## config.mk

```make
export PLATFORM = sky130hd
export DESIGN_NAME = logic_addressable_latch
export DESIGN_NICKNAME = d
export VERILOG_FILES = /design/src/rtl/logic_latch_pkg.sv /design/src/rtl/logic_latch_decode.sv /design/src/rtl/logic_addressable_latch.sv
export SDC_FILE = /design/constraint.sdc
export NUM_CORES = 1
export LEC_CHECK = 0
export CAP_MARGIN = 10
export CORE_MARGIN = 5
export CORE_UTILIZATION = 32
export DETAILED_ROUTE_END_ITERATION = 7
export PLACE_DENSITY_LB_ADDON = 0.1
export SLEW_MARGIN = 15
export SYNTH_ARGS = -nofsm -noshare
export SYNTH_HDL_FRONTEND = slang
export SYNTH_HIERARCHICAL = 1
export SYNTH_SLANG_ARGS = --single-unit
```

## constraint.sdc

```tcl
create_clock -name CLK -period 1.7 [get_ports CLK]
set_input_delay 0.255 -clock CLK [delete_from_list [all_inputs] [get_ports CLK]]
set_output_delay 0.255 -clock CLK [all_outputs]
set_load 0.005 [all_outputs]
```

## src/rtl/logic_latch_pkg.sv

```systemverilog
// Shared definitions for the addressable latch family.
//   MODE_*       : {nMR, nLE} mode encodings
//   CNTW_DEFAULT : default width of the saturating write counter
package logic_latch_pkg;

  localparam int unsigned CNTW_DEFAULT = 8;

  typedef logic [1:0] latchMode_t;

  localparam latchMode_t MODE_LATCH  = 2'b10;
  localparam latchMode_t MODE_MEMORY = 2'b11;
  localparam latchMode_t MODE_DEMUX  = 2'b00;
  localparam latchMode_t MODE_CLEAR  = 2'b01;

endpackage : logic_latch_pkg

```

## src/rtl/logic_latch_decode.sv

```systemverilog
// Address decoder for the addressable latch: one-hot bit select plus range flag.
// Ports:
//   A       : bit address
//   sel     : one-hot select of bit A (all zero when A is out of range)
//   inRange : A addresses an existing bit (0 for A >= WIDTH or unknown A)
module logic_latch_decode #(
  parameter  int unsigned WIDTH = 8,
  localparam int unsigned AW    = $clog2(WIDTH)
) (
  input  logic [AW-1:0]    A,
  output logic [WIDTH-1:0] sel,
  output logic             inRange
);

  // Compare-per-bit so an unknown address selects nothing and reads as out of range.
  always_comb begin
    sel = '0;
    for (int i = 0; i < WIDTH; i++) begin
      if (A == AW'(i)) begin
        sel[i] = 1'b1;
      end
    end
    inRange = |sel;
  end

endmodule : logic_latch_decode

```

## src/rtl/logic_addressable_latch.sv

```systemverilog
// Clocked WIDTH-bit '259-style addressable latch with range error flag and
// saturating write counter.
// Optional feature macro: LOGIC_LATCH_SHIFT_EN adds the SH shift input.
// Ports:
//   CLK  : clock, rising edge
//   RST  : asynchronous active-high reset
//   A    : bit address
//   D    : data bit
//   nLE  : latch enable, active low
//   nMR  : synchronous master reset / clear, active low
//   SH   : (LOGIC_LATCH_SHIFT_EN only) shift D into MSB when nMR = 1
//   Q    : latched state
//   ERR  : sticky out-of-range write flag
//   WCNT : saturating count of accepted writes
module logic_addressable_latch
  import logic_latch_pkg::*;
#(
  parameter  int unsigned WIDTH = 8,
  parameter  int unsigned CNTW  = CNTW_DEFAULT,
  localparam int unsigned AW    = $clog2(WIDTH)
) (
  input  logic             CLK,
  input  logic             RST,
  input  logic [AW-1:0]    A,
  input  logic             D,
  input  logic             nLE,
  input  logic             nMR,
`ifdef LOGIC_LATCH_SHIFT_EN
  input  logic             SH,
`endif
  output logic [WIDTH-1:0] Q,
  output logic             ERR,
  output logic [CNTW-1:0]  WCNT
);

  logic [WIDTH-1:0] sel;
  logic             inRange;
  logic             shiftMode;
  latchMode_t       mode;
  logic [WIDTH-1:0] qNext;
  logic             errNext;
  logic             cntInc;

  logic_latch_decode #(.WIDTH(WIDTH)) uDecode (
    .A       (A),
    .sel     (sel),
    .inRange (inRange)
  );

  assign mode = {nMR, nLE};

  // Shift only applies while nMR is high; clear/demux win otherwise.
`ifdef LOGIC_LATCH_SHIFT_EN
  assign shiftMode = nMR & SH;
`else
  assign shiftMode = 1'b0;
`endif

  // Next-state for Q / ERR and counter increment request.
  always_comb begin
    qNext   = Q;
    errNext = ERR;
    cntInc  = 1'b0;
    if (shiftMode) begin
      qNext  = {D, Q[WIDTH-1:1]};
      cntInc = 1'b1;
    end else begin
      case (mode)
        MODE_LATCH: begin
          if (inRange) begin
            qNext  = (Q & ~sel) | (sel & {WIDTH{D}});
            cntInc = 1'b1;
          end else begin
            errNext = 1'b1;
          end
        end
        MODE_DEMUX: begin
          // Out-of-range demux still clears the other bits (sel is all zero).
          qNext = sel & {WIDTH{D}};
          if (inRange) begin
            cntInc = 1'b1;
          end else begin
            errNext = 1'b1;
          end
        end
        MODE_CLEAR:  qNext = '0;
        MODE_MEMORY: qNext = Q;
        default:     qNext = Q;
      endcase
    end
  end

  // State registers.
  always_ff @(posedge CLK or posedge RST) begin
    if (RST) begin
      Q    <= '0;
      ERR  <= 1'b0;
      WCNT <= '0;
    end else begin
      Q   <= qNext;
      ERR <= errNext;
      if (cntInc && (WCNT != {CNTW{1'b1}})) begin
        WCNT <= WCNT + CNTW'(1);
      end
    end
  end

endmodule : logic_addressable_latch
```

After elaboration in Yosys (flattened, before gate mapping)
Index checks and enable logic that the tools add are counted.

Input bits: 8. Output and inout port bits: 17. Word-level logic and storage cells: 41. Flip-flop bits (word level): 17.

Add/sub/neg operators: 1. Mux-type cells: 12. Reduce and logical (&&, ||, !) cells: 7. Bitwise gates (word level): 6. Equality and inequality tests: 12.

Operators by type and width (count): $pmux 8 s3 (1); $and 8x8->8 (2); $eq 3x3->1 const B (4); $mux 1 (10); $add 8x1->8 const B (1); $mux 8 (1); $ne 8x8->1 const B (1); $not 8->8 (1); $or 8x8->8 (1); $reduce_or 8->1 (1); $eq 3x2->1 const B (2); $eq 2x2->1 const B (2); $reduce_and 2->1 (2); $eq 3x1->1 const B (1); $logic_not 3->1 (1); $eq 2x1->1 const B (1); $logic_not 2->1 (1); $ne 2x2->1 const B (1); $not 1->1 (2); $reduce_or 2->1 (1); $logic_and 1x1->1 (1).

Logic depth before layout (Yosys ltp)
Gate-level depths: netlist of run 1.

Depth in word-level cells: 7. Depth in mapped cells: 6. Gate-level depth less buffers: 5.

Modules after synthesis
Netlist of run 1, hierarchy kept.

Modules (own cells, without submodules): logic_addressable_latch (area each 827.0 um2, sequential area each 425.4 um2, cells each 75, times used 1); logic_latch_decode (area each 76.3 um2, sequential area each 0.0 um2, cells each 10, times used 1).

Worst setup path after synthesis of run 1
No wires, ideal clock.

Kind: reg2reg. From: reg WCNT[0]. To: reg WCNT[1]. Stages on the path, launching flop included: 6. Path slack: 294 ps. Setup time: 127 ps. Data arrival time: 1278 ps. Buffers on the path: 0. Period minus slack after synthesis: 1406 ps. Required time: 1573 ps. Cell sequence: dfrtp_1 -> ha_1 -> and4_1 -> nand2_2 -> nand2_1 -> mux2_1.

Cells in the longest elaborated chain, start to end: 2. Elaborated cells on any way between the ends: 3. Those cells by class: add/sub: 1; eq/ne: 1; reduce/logical: 1.

RTL lines: from (decl) (RTL line logic_addressable_latch.sv:33) `output logic [CNTW-1:0] WCNT`; from (signal assigned) (RTL line logic_addressable_latch.sv:103) `WCNT <= WCNT + CNTW'(1);`; parallel branches: the longest is 2 deep, another holds $add 8x1->8.

Parallel ways; which one is timed is not known. A chain may end at the register's enable or synchronous reset.

Worst setup path after layout of run 1
From: reg WCNT[7]. To: out WCNT[7].

No word-level cell between the ends.

==> results of run 1 <==
-- cells in the mapped netlist, types with 2 or more instances --
cell	number	area, µm²
sky130_fd_sc_hd__a21oi_1	3	15.0
sky130_fd_sc_hd__a31oi_1	4	25.0
sky130_fd_sc_hd__a32o_1	8	80.1
sky130_fd_sc_hd__and3_1	2	12.5
sky130_fd_sc_hd__and3b_2	3	30.0
sky130_fd_sc_hd__buf_4	2	15.0
sky130_fd_sc_hd__dfrtp_1	17	425
sky130_fd_sc_hd__nand2_1	10	37.5
sky130_fd_sc_hd__nand3_1	3	15.0
sky130_fd_sc_hd__nor2b_1	9	56.3
sky130_fd_sc_hd__nor3b_1	3	22.5
sky130_fd_sc_hd__xnor2_1	3	26.3
-- per-layer routing --
metal  part of all wire  GRT usage
met5                  0          0
met4             0.0082     0.0318
met3              0.049     0.0426
met2               0.43      0.154
met1               0.51      0.146
-- layout make-up --
type                            count  area, µm²
Inverter                            2       7.51
Tap cell                           31       38.8
Timing Repair Buffer               26        255
Fill cell                         284       1530
Multi-Input combinational cell     62        447
Sequential cell                    17        425
Clock buffer                        4       26.3
-- cell families (layout without fill, tap and decap cells) --
kind of cell | Yosys count | count (layout) | share of synthesized area
fa+ha+maj | 1 | 1 | 0.0138
flops | 17 | 17 | 0.471
other cells | 1 | 1 | 0.00415
simple gates | 39 | 39 | 0.281
compound gates | 17 | 17 | 0.154
mux | 1 | 1 | 0.0125
buf+inv | 6 | 32 | 0.0346
xor+xnor | 3 | 3 | 0.0291
-- worst paths after layout --
path,startpoint,to,slack (ns),depth (start not counted)
worst max-delay path,WCNT[7],WCNT[7],0.19,1
worst min-delay path,RST,ERR,0.28,3
worst max register to register,WCNT[0],WCNT[1],0.23,5
worst min register to register,ERR,ERR,0.50,1
max in group asynchronous,RST,WCNT[3],1.23,3
min in group CLK,ERR,ERR,0.50,1
-- tightest hold or removal path, stage by stage --
cell,delay [ns]
sky130_fd_sc_hd__clkdlybuf4s50_1,0.40
sky130_fd_sc_hd__inv_1,0.05
sky130_fd_sc_hd__buf_4,0.24
-- power groups by stage --
stage,sequential [W],clock (W),combinational [W]
after CTS,0.000570,0.000231,0.000377
final,0.000569,0.000217,0.000370
after detailed placement,0.000579,0,0.000375
after floorplan,0.000571,0,0.000166
after global placement,0.000575,0,0.000373
after global routing,0.000589,0.000252,0.000410
-- through the flow --
step | power [W] | util
after floorplan | 0.000737 | -
final | 0.00116 | 0.439
after global placement | 0.000948 | 0.429
after detailed placement | 0.000954 | 0.429
after CTS | 0.00118 | 0.439
after global routing | 0.00125 | 0.439
==> impl_results.rst, run 1 <==
.. list-table::
   :header-rows: 1

   * - Metric
     - Value
   * - DRT Pass-1 Iters
     - 4
   * - Number of global-route vias before repair
     - between 700 and 800
   * - Worst-path cell with the longest stage delay
     - sky130_fd_sc_hd__clkdlybuf4s50_1
   * - Post-detailed-route via-to-cell ratio
     - 5.03
   * - 1st-iter DRT viols
     - 28
   * - Worst slack at placement
     - 0.0442 ns
   * - Buffering stage count on the worst path with inverters included
     - 1
   * - Total congestion overflow
     - 0
   * - Die Y-Extent
     - 63.1 µm
   * - Ratio of cells with drive above 1 in the final layout
     - 0.144
   * - Number of clock sinks seen by CTS
     - 17
   * - Routed wire length
     - 1.95 mm
   * - Count of warnings emitted by yosys
     - 6
   * - Min-Delay Path Class
     - primary input to asynchronous set/reset pin
   * - Outcome
     - complete, no violations
   * - Share of power burned in registers
     - 0.492
   * - Data required time at the worst endpoint
     - 1.44 ns
   * - Number of library cell types mapped by synthesis
     - 30
   * - Primary FF master, synth
     - sky130_fd_sc_hd__dfrtp_1
   * - Worst Path Class, Setup
     - flop to output port
   * - Cell-by-cell trace of the critical path
     - clkdlybuf4s50_1
   * - Antenna violation net count after detailed routing
     - 0
   * - Static Leak
     - 0.498 nW
   * - Buffers added on ports
     - 24
   * - Core Region
     - 2730 µm²
   * - Leading cell types in the layout, fill and taps excluded
     - sky130_fd_sc_hd__clkdlybuf4s50_1, sky130_fd_sc_hd__dfrtp_1, sky130_fd_sc_hd__nand2_1
   * - Max-cap violations
     - 0
   * - Clock group share of total power
     - 0.188
   * - CTS tree
     - built
   * - Wire length per cell
     - about 14 µm
   * - Net count after synthesis
     - 94
   * - Sort of element at the start of the critical path
     - flop
   * - Wire length of the first global-routing pass
     - 3.43 mm
   * - Largest incremental delay on the critical path
     - 0.53 ns
   * - Async set or reset register ratio after synthesis
     - 1.00
   * - Weighted congestion reported at the end of routability-driven placement
     - roughly 0.70
   * - Post-synth design cell area
     - 903 µm²
   * - Starting Density
     - 0.330
   * - Number of diodes added for antenna fixing
     - 0
   * - Placed cell areas
     - 1170 µm²
   * - Clock network latency to the later pin of the worst-skew pair
     - 0.29 ns
   * - I/O pins
     - 25
   * - Final count of hold timing violations
     - 0
   * - Fin crit share
     - 0.888
   * - Post-synthesis sequential area ratio
     - 0.471
   * - Post-synthesis average cell area
     - 10.6 µm²
   * - Area grow syn2layout
     - 32.8%
   * - Cts bufs inserted
     - 3
   * - Number of max-slew violations in the final report
     - 0
   * - Internal power of the cells
     - 0.000806 W
   * - P_sw
     - 0.000350 W
   * - Cell area after layout
     - 1200 µm²
   * - Power Density
     - between 900 and 1000 nW/µm²
   * - CTS H-Tree Depth
     - 1
   * - Drt drc
     - 0
   * - Hold_buf cts
     - 0
   * - Cell family contributing the most delay on the critical path
     - buffers and inverters
   * - Critical Path AT
     - between 1 and 1.5 ns
   * - Most common cell after layout, fill and taps aside
     - sky130_fd_sc_hd__clkdlybuf4s50_1
   * - Maximum clock path buffer count
     - 2
   * - Synthesized flop and latch total
     - 17
   * - Placed wire-length estimate after detailed placement
     - 1.42 mm
   * - Clk root buf
     - sky130_fd_sc_hd__clkbuf_4
   * - Number of buffers added for setup after CTS
     - 0
   * - Worst Slack Setup Final
     - between 0.15 and 0.2 ns
   * - Setup TNS Final
     - 0 ns
   * - Cell row count
     - 19
   * - Part of the total power dissipated in combinational logic
     - 0.320
   * - Count of flip-flops with a built-in enable after synthesis
     - 0
   * - Number of antenna violations at the first check in global routing
     - 0
   * - Quantity of gates resized following cts
     - 0
   * - Filler-free cell count of the finished design
     - 142
   * - Largest vdd supply drop
     - 0.000680 V
   * - Switch share
     - 0.303
   * - Highest fanout seen on the critical path
     - 6
   * - Maximum number of pins on one net before global-route repair
     - 18
   * - Setup repair after global routing missed its margin
     - no
   * - Setup violation total in the final timing report
     - 0
   * - Cell Count Post-Placement
     - 138
   * - Min Hold Slack
     - 0.281 ns
   * - Clock skew
     - 0.000609 ns
   * - Vias post-DR
     - 714
   * - Area of the die
     - 3990 µm²
   * - Clock slew seen by the registers of the worst setup and hold paths
     - 0.10 ns
   * - Final critical delay including setup and external delays
     - 1.51 ns
   * - Cell count after synthesis
     - 85
   * - Crit path capture type
     - output port
   * - Maximum frequency from static timing analysis
     - 0.662 GHz
   * - All-Layer GR Usage
     - 0.107
   * - Die Span X
     - around 63 µm
   * - Final Net Count
     - between 100 and 150
(Power assumes the default switching activity.)
==> inputs of run 2 (changes only) <==
clock period = 1.89 ns   (was 1.7 ns; I/O delays follow)
==> run 2 against run 1 <==
Global-route usage rose by 0.26 points. Clock power fell by 7%. First-iteration DRC count fell by 43%. Combinational power fell by 11%. Routed wire length fell by 0.82%. Critical path depth did not move. Non-clock buffer count did not move. Count of clock-buffer cells in the layout fell by 1. Clock skew rose by 0.012 ns. Via count did not move. Critical path type unchanged.
==> impl_results.rst, run 2 (synthesized netlist as in run 1, its figures left out) <==
.. list-table::
   :header-rows: 1

   * - Metric
     - Value
   * - Outcome
     - complete, no violations
   * - Maximum frequency from static timing analysis
     - 0.640 GHz
   * - Path depth of the worst reg2reg path
     - 5 (unchanged)
   * - Die Span X
     - 63.1 µm (unchanged)
   * - Drt drc
     - 0 (unchanged)
   * - Clock skew
     - 0.0130 ns (+0.0123 ns)
   * - Number of buffers added for setup after CTS
     - 0 (unchanged)
   * - Critical Path AT
     - 1.28 ns (+0.02 ns)
   * - Setup TNS Final
     - 0 ns (unchanged)
   * - Total congestion overflow
     - 0 (unchanged)
   * - Maximum clock path buffer count
     - 2 (unchanged)
   * - Area of the die
     - 3990 µm² (unchanged)
   * - Hold_buf cts
     - 0 (unchanged)
   * - Core Region
     - 2730 µm² (unchanged)
   * - Number of antenna violations at the first check in global routing
     - 0 (unchanged)
   * - Highest fanout seen on the critical path
     - 6 (unchanged)
   * - Vias post-DR
     - 714 (unchanged)
   * - Quantity of gates resized following cts
     - 0 (unchanged)
   * - Cell row count
     - 19 (unchanged)
   * - Switch share
     - 0.307 (+0.00378)
   * - Power Density
     - 867 nW/µm² (-10%)
   * - Starting Density
     - 0.330 (unchanged)
   * - Die Y-Extent
     - 63.1 µm (unchanged)
   * - Number of max-slew violations in the final report
     - 0 (unchanged)
   * - Internal power of the cells
     - 0.000722 W (-10%)
   * - DRT Pass-1 Iters
     - 4 (unchanged)
   * - Leading cell types in the layout, fill and taps excluded
     - sky130_fd_sc_hd__clkdlybuf4s50_1, sky130_fd_sc_hd__dfrtp_1, sky130_fd_sc_hd__nand2_1
   * - Placed wire-length estimate after detailed placement
     - 1.40 mm (-1.7%)
   * - Cell family contributing the most delay on the critical path
     - buffers and inverters
   * - Number of clock sinks seen by CTS
     - 17 (unchanged)
   * - Number of inserted filler cells in the final layout
     - 273 (-3.9%)
   * - Post-detailed-route via-to-cell ratio
     - 5.03 (unchanged)
   * - Cell-by-cell trace of the critical path
     - clkdlybuf4s50_1
   * - Share of power burned in registers
     - 0.490 (-0.002)
   * - Static Leak
     - 0.501 nW (+0.55%)
   * - Final count of hold timing violations
     - 0 (unchanged)
   * - Setup repair after global routing missed its margin
     - no
   * - Buffering stage count on the worst path with inverters included
     - 1 (unchanged)
   * - Largest incremental delay on the critical path
     - 0.53 ns (about the same)
   * - Cts bufs inserted
     - 3 (unchanged)
   * - Ratio of cells with drive above 1 in the final layout
     - 0.153 (+0.00901)
   * - Largest vdd supply drop
     - 0.000628 V (-7.7%)
   * - Sort of element at the start of the critical path
     - flop
   * - Worst Path Class, Setup
     - flop to output port
   * - Crit path capture type
     - output port
   * - Final Net Count
     - 121 (unchanged)
   * - Data required time at the worst endpoint
     - 1.61 ns (+0.17 ns)
   * - Antenna violation net count after detailed routing
     - 0 (unchanged)
   * - All-Layer GR Usage
     - 0.109 (+0.00256)
   * - Wire length of the first global-routing pass
     - 3.48 mm (+1.6%)
   * - CTS tree
     - built
   * - Fin crit share
     - 0.827
   * - P_sw
     - 0.000319 W (-8.9%)
   * - Part of the total power dissipated in combinational logic
     - 0.316 (-0.004)
   * - Worst-path cell with the longest stage delay
     - sky130_fd_sc_hd__clkdlybuf4s50_1
   * - Min-Delay Path Class
     - primary input to asynchronous set/reset pin
   * - Max-cap violations
     - 0 (unchanged)
   * - Number of global-route vias before repair
     - 766 (+0.92%)
   * - Clock group share of total power
     - 0.193 (+0.005)
   * - I/O pins
     - 25 (unchanged)
   * - CTS H-Tree Depth
     - 1 (unchanged)
   * - Final critical delay including setup and external delays
     - roughly 1.6 ns
   * - Setup violation total in the final timing report
     - 0 (unchanged)
   * - Area grow syn2layout
     - 33.0%
   * - Maximum number of pins on one net before global-route repair
     - 18 (unchanged)
   * - Clk root buf
     - sky130_fd_sc_hd__clkbuf_4
   * - Filler-free cell count of the finished design
     - 142 (unchanged)
   * - Routed wire length
     - 1.94 mm (-0.82%)
   * - Cell Count Post-Placement
     - 138 (unchanged)
   * - Buffers added on ports
     - 24 (unchanged)
   * - Most common cell after layout, fill and taps aside
     - sky130_fd_sc_hd__clkdlybuf4s50_1
   * - Instance count on the critical path
     - 1 (unchanged)
   * - Clock network latency to the later pin of the worst-skew pair
     - 0.30 ns (about the same)
   * - Clock slew seen by the registers of the worst setup and hold paths
     - 0.11 ns (about the same)
   * - Wire length per cell
     - 13.6 µm (-0.82%)
   * - Number of diodes added for antenna fixing
     - 0 (unchanged)
   * - Sequential cell area
     - 425 µm² (unchanged)
   * - 1st-iter DRT viols
     - 16 (-43%)
   * - Multi-input gate area in the final layout
     - 447 µm² (unchanged)
   * - End-of-flow core utilization
     - 0.439 (+0.000457)
   * - Weighted congestion reported at the end of routability-driven placement
     - 0.721 (+2.6%)
run 2: path summary, 6_finish.rpt:
kind | startpoint | end | slack [ns]
setup / recovery | WCNT[7] | WCNT[7] | 0.33
hold / removal | RST | asynchronous set/reset pin | 0.28
setup reg to reg | WCNT[0] | WCNT[1] | 0.42
hold reg to reg | ERR | ERR | 0.50
max in group asynchronous | RST | WCNT[1] | 1.41
min in group CLK | ERR | ERR | 0.50
run 2: cell type report:
cell class	count	area share
clock buffer	3	0.0188
clock inverter	1	0.00417
inverter	2	0.00625
multi-input combinational	62	0.372
sequential	17	0.354
tap	31	0.0323
timing repair buffer	26	0.213
run 2: per-stage QoR:
step / power [W] / setup WS [ns] / area, µm² / hold WS [ns]
6_report: 0.00104 / 0.327 / 1200 / 0.279
5_1_grt: 0.00113 / 0.233 / 1200 / 0.300
4_1_cts: 0.00106 / 0.311 / 1200 / 0.280
3_5_place_dp: 0.000853 / 0.185 / 1170 / 0.469
3_3_place_gp: 0.000853 / 0.201 / 1170 / 0.464
2_1_floorplan: 0.000663 / 0.484 / 903 / 0.210
run 2: metal layers:
metal / up-vias / track usage / share of wire
met4: 0 / 0.0398 / 0.0098
met2: 17 / 0.159 / 0.42
met5: - / 0 / 0
met1: 332 / 0.144 / 0.51
met3: 2 / 0.0444 / 0.060
li1: 363 / - / -
run 2: power groups by stage:
stage / Sequential (W) / Clock, W / Combinational (W)
after floorplan: 0.000514 / 0 / 0.000150
after global placement: 0.000517 / 0 / 0.000336
after detailed placement: 0.000520 / 0 / 0.000334
after CTS: 0.000512 / 0.000213 / 0.000334
after global routing: 0.000530 / 0.000237 / 0.000366
final: 0.000510 / 0.000201 / 0.000329
==> inputs of run 3 (changes only) <==
clock period = 1.6 ns   (was 1.89 ns; I/O delays follow)
==> run 3 against run 2 <==
Clock skew is 0.013 ns lower. Worst hold slack lost 0.033 ns. Combinational power rose by 20%. Sequential power increased by 18%. Sequential share of layout area decreased by 0.65 points. Count of clock-buffer cells in the layout stayed put. Critical endpoint is now WCNT[6]. Largest power group unchanged. Highest routed layer unchanged.
==> impl_results.rst, run 3 (synthesized netlist as in run 1, its figures left out) <==
.. list-table::
   :header-rows: 1

   * - Metric
     - Value
   * - Outcome
     - complete, no violations
   * - Setup repair after global routing missed its margin
     - no
   * - Die Span X
     - 63.1 µm (unchanged)
   * - Crit path capture type
     - output port
   * - Critical Path AT
     - 1.27 ns (about the same)
   * - Weighted congestion reported at the end of routability-driven placement
     - 0.700 (-2.8%)
   * - Quantity of gates resized following cts
     - 0 (unchanged)
   * - Clock skew
     - 0.000232 ns (-0.0127 ns)
   * - Routed wire length
     - 2.00 mm (+2.9%)
   * - Instance count on the critical path
     - 1 (unchanged)
   * - Number of max-slew violations in the final report
     - 0 (unchanged)
   * - Crit path to
     - WCNT[6]
   * - Buffers added on ports
     - 24 (unchanged)
   * - Cell family contributing the most delay on the critical path
     - buffers and inverters
   * - Number of global-route vias before repair
     - 757 (-1.2%)
   * - Final Net Count
     - 124 (+2.5%)
   * - I/O pins
     - 25 (unchanged)
   * - Worst slack at placement
     - -0.0383 ns (-0.223 ns)
   * - Total congestion overflow
     - 0 (unchanged)
   * - Ratio of cells with drive above 1 in the final layout
     - 0.175 (+0.0223)
   * - Antenna violation net count after detailed routing
     - 0 (unchanged)
   * - Cell row count
     - 19 (unchanged)
   * - Min Hold Slack
     - 0.246 ns (-0.0332 ns)
   * - Setup violation total in the final timing report
     - 0 (unchanged)
   * - Start of the worst register-to-register path
     - WCNT[0]
   * - Buffering stage count on the worst path with inverters included
     - 1 (unchanged)
   * - Sort of element at the start of the critical path
     - flop
   * - Drt drc
     - 0 (unchanged)
   * - Worst-path cell with the longest stage delay
     - sky130_fd_sc_hd__clkdlybuf4s50_1
   * - Wire length of the first global-routing pass
     - 3.56 mm (+2.2%)
   * - Largest vdd supply drop
     - 0.000730 V (+16%)
   * - CTS tree
     - built
   * - All-Layer GR Usage
     - 0.108 (-0.00103)
   * - Number of buffers added for setup after CTS
     - 0 (unchanged)
   * - Cell Count Post-Placement
     - 141 (+2.2%)
   * - Wire length per cell
     - 13.8 µm (+0.81%)
   * - Power Density
     - 1010 nW/µm² (+17%)
   * - Maximum number of pins on one net before global-route repair
     - 18 (unchanged)
   * - Clock network latency to the later pin of the worst-skew pair
     - 0.29 ns (about the same)
   * - Maximum frequency from static timing analysis
     - about 0.66 GHz
   * - Maximum clock path buffer count
     - 2 (unchanged)
   * - Number of antenna violations at the first check in global routing
     - 0 (unchanged)
   * - Setup slack of the worst register-to-register path
     - 0.12 ns (-0.30 ns)
   * - Number of inserted filler cells in the final layout
     - 274 (+0.37%)
   * - End-of-flow core utilization
     - 0.448 (+0.00824)
   * - Die Y-Extent
     - 63.1 µm (unchanged)
   * - Number of diodes added for antenna fixing
     - 0 (unchanged)
   * - Vias post-DR
     - 728 (+2.0%)
   * - Fin crit share
     - 0.941
   * - Static Leak
     - 0.517 nW (+3.2%)
   * - Cts bufs inserted
     - 3 (unchanged)
   * - R2r endpoint
     - WCNT[1]
   * - Data required time at the worst endpoint
     - 1.36 ns (-0.25 ns)
   * - Final count of hold timing violations
     - 0 (unchanged)
   * - Core Region
     - 2730 µm² (unchanged)
   * - Path depth of the worst reg2reg path
     - 5 (unchanged)
   * - Final critical delay including setup and external delays
     - 1.51 ns
   * - Hold_buf cts
     - 0 (unchanged)
   * - Max-cap violations
     - 0 (unchanged)
   * - Number of clock sinks seen by CTS
     - 17 (unchanged)
   * - Highest fanout seen on the critical path
     - 7 (+1)
   * - Min-Delay Path Class
     - primary input to asynchronous set/reset pin
   * - Post-detailed-route via-to-cell ratio
     - 5.02 (-0.15%)
   * - Starting Density
     - 0.330 (unchanged)
   * - CP Launch Point
     - WCNT[6]
   * - Filler-free cell count of the finished design
     - 145 (+2.1%)
   * - Worst Slack Setup Final
     - 0.0949 ns (-0.232 ns)
   * - 1st-iter DRT viols
     - 26 (+10)
   * - Cell-by-cell trace of the critical path
     - clkdlybuf4s50_1
   * - Area of the die
     - 3990 µm² (unchanged)
   * - Clk root buf
     - sky130_fd_sc_hd__clkbuf_4
   * - Largest incremental delay on the critical path
     - 0.54 ns (about the same)
   * - Clock slew seen by the registers of the worst setup and hold paths
     - 0.11 ns (about the same)
   * - Most common cell after layout, fill and taps aside
     - sky130_fd_sc_hd__clkdlybuf4s50_1
   * - Area grow syn2layout
     - 35.5%
   * - Worst Path Class, Setup
     - flop to output port
   * - Leading cell types in the layout, fill and taps excluded
     - sky130_fd_sc_hd__clkdlybuf4s50_1, sky130_fd_sc_hd__dfrtp_1, sky130_fd_sc_hd__nand2_1
   * - Placed wire-length estimate after detailed placement
     - 1.41 mm (+0.79%)
   * - Setup TNS Final
     - 0 ns (unchanged)
   * - DRT Pass-1 Iters
     - 6 (+2)
   * - CTS H-Tree Depth
     - 1 (unchanged)
## run 3: changes by cell type in the layout (fill, tap and decap cells not counted)
cell and delta:
sky130_fd_sc_hd__buf_4 +3
## run 3: final cells by class
cell class                      instances  area (µm²)  share of cell area
Multi-Input combinational cell         62         447               0.365
Sequential cell                        17         425               0.348
Timing Repair Buffer                   29         278               0.227
Tap cell                               31        38.8              0.0317
Clock buffer                            3        22.5              0.0184
Inverter                                2        7.51             0.00613
Clock inverter                          1        5.00             0.00409
## run 3: through the flow
step           area (µm²)  total power, W
2_1_floorplan         903        0.000783
3_3_place_gp         1200         0.00101
3_5_place_dp         1200         0.00101
4_1_cts              1220         0.00126
5_1_grt              1220         0.00133
6_report             1220         0.00124
## run 3: how the worst min path moves through the flow
stage / startpoint / endpoint / slack, ns
final: RST / asynchronous set/reset pin / 0.25
after detailed placement: ERR / ERR / 0.46
after CTS: RST / ERR / 0.25
after global placement: ERR / ERR / 0.47
after global routing: RST / ERR / 0.27
after floorplan: RST / ERR / 0.17
## run 3: metal layers
layer | GRT usage | up-vias | wire length [µm]
met2 | 0.160 | 18 | 841
met3 | 0.0249 | 2 | 101
met4 | 0.0398 | 0 | 17
li1 | - | 368 | -
met5 | 0 | - | 0
met1 | 0.152 | 340 | 1040
## run 3: power by group
part	switching [W]	internal, W	leakage, nW
sequential	0.0000927	0.000510	0.220
clock	0.000146	0.0000929	0.0177
combinational	0.000144	0.000251	0.279
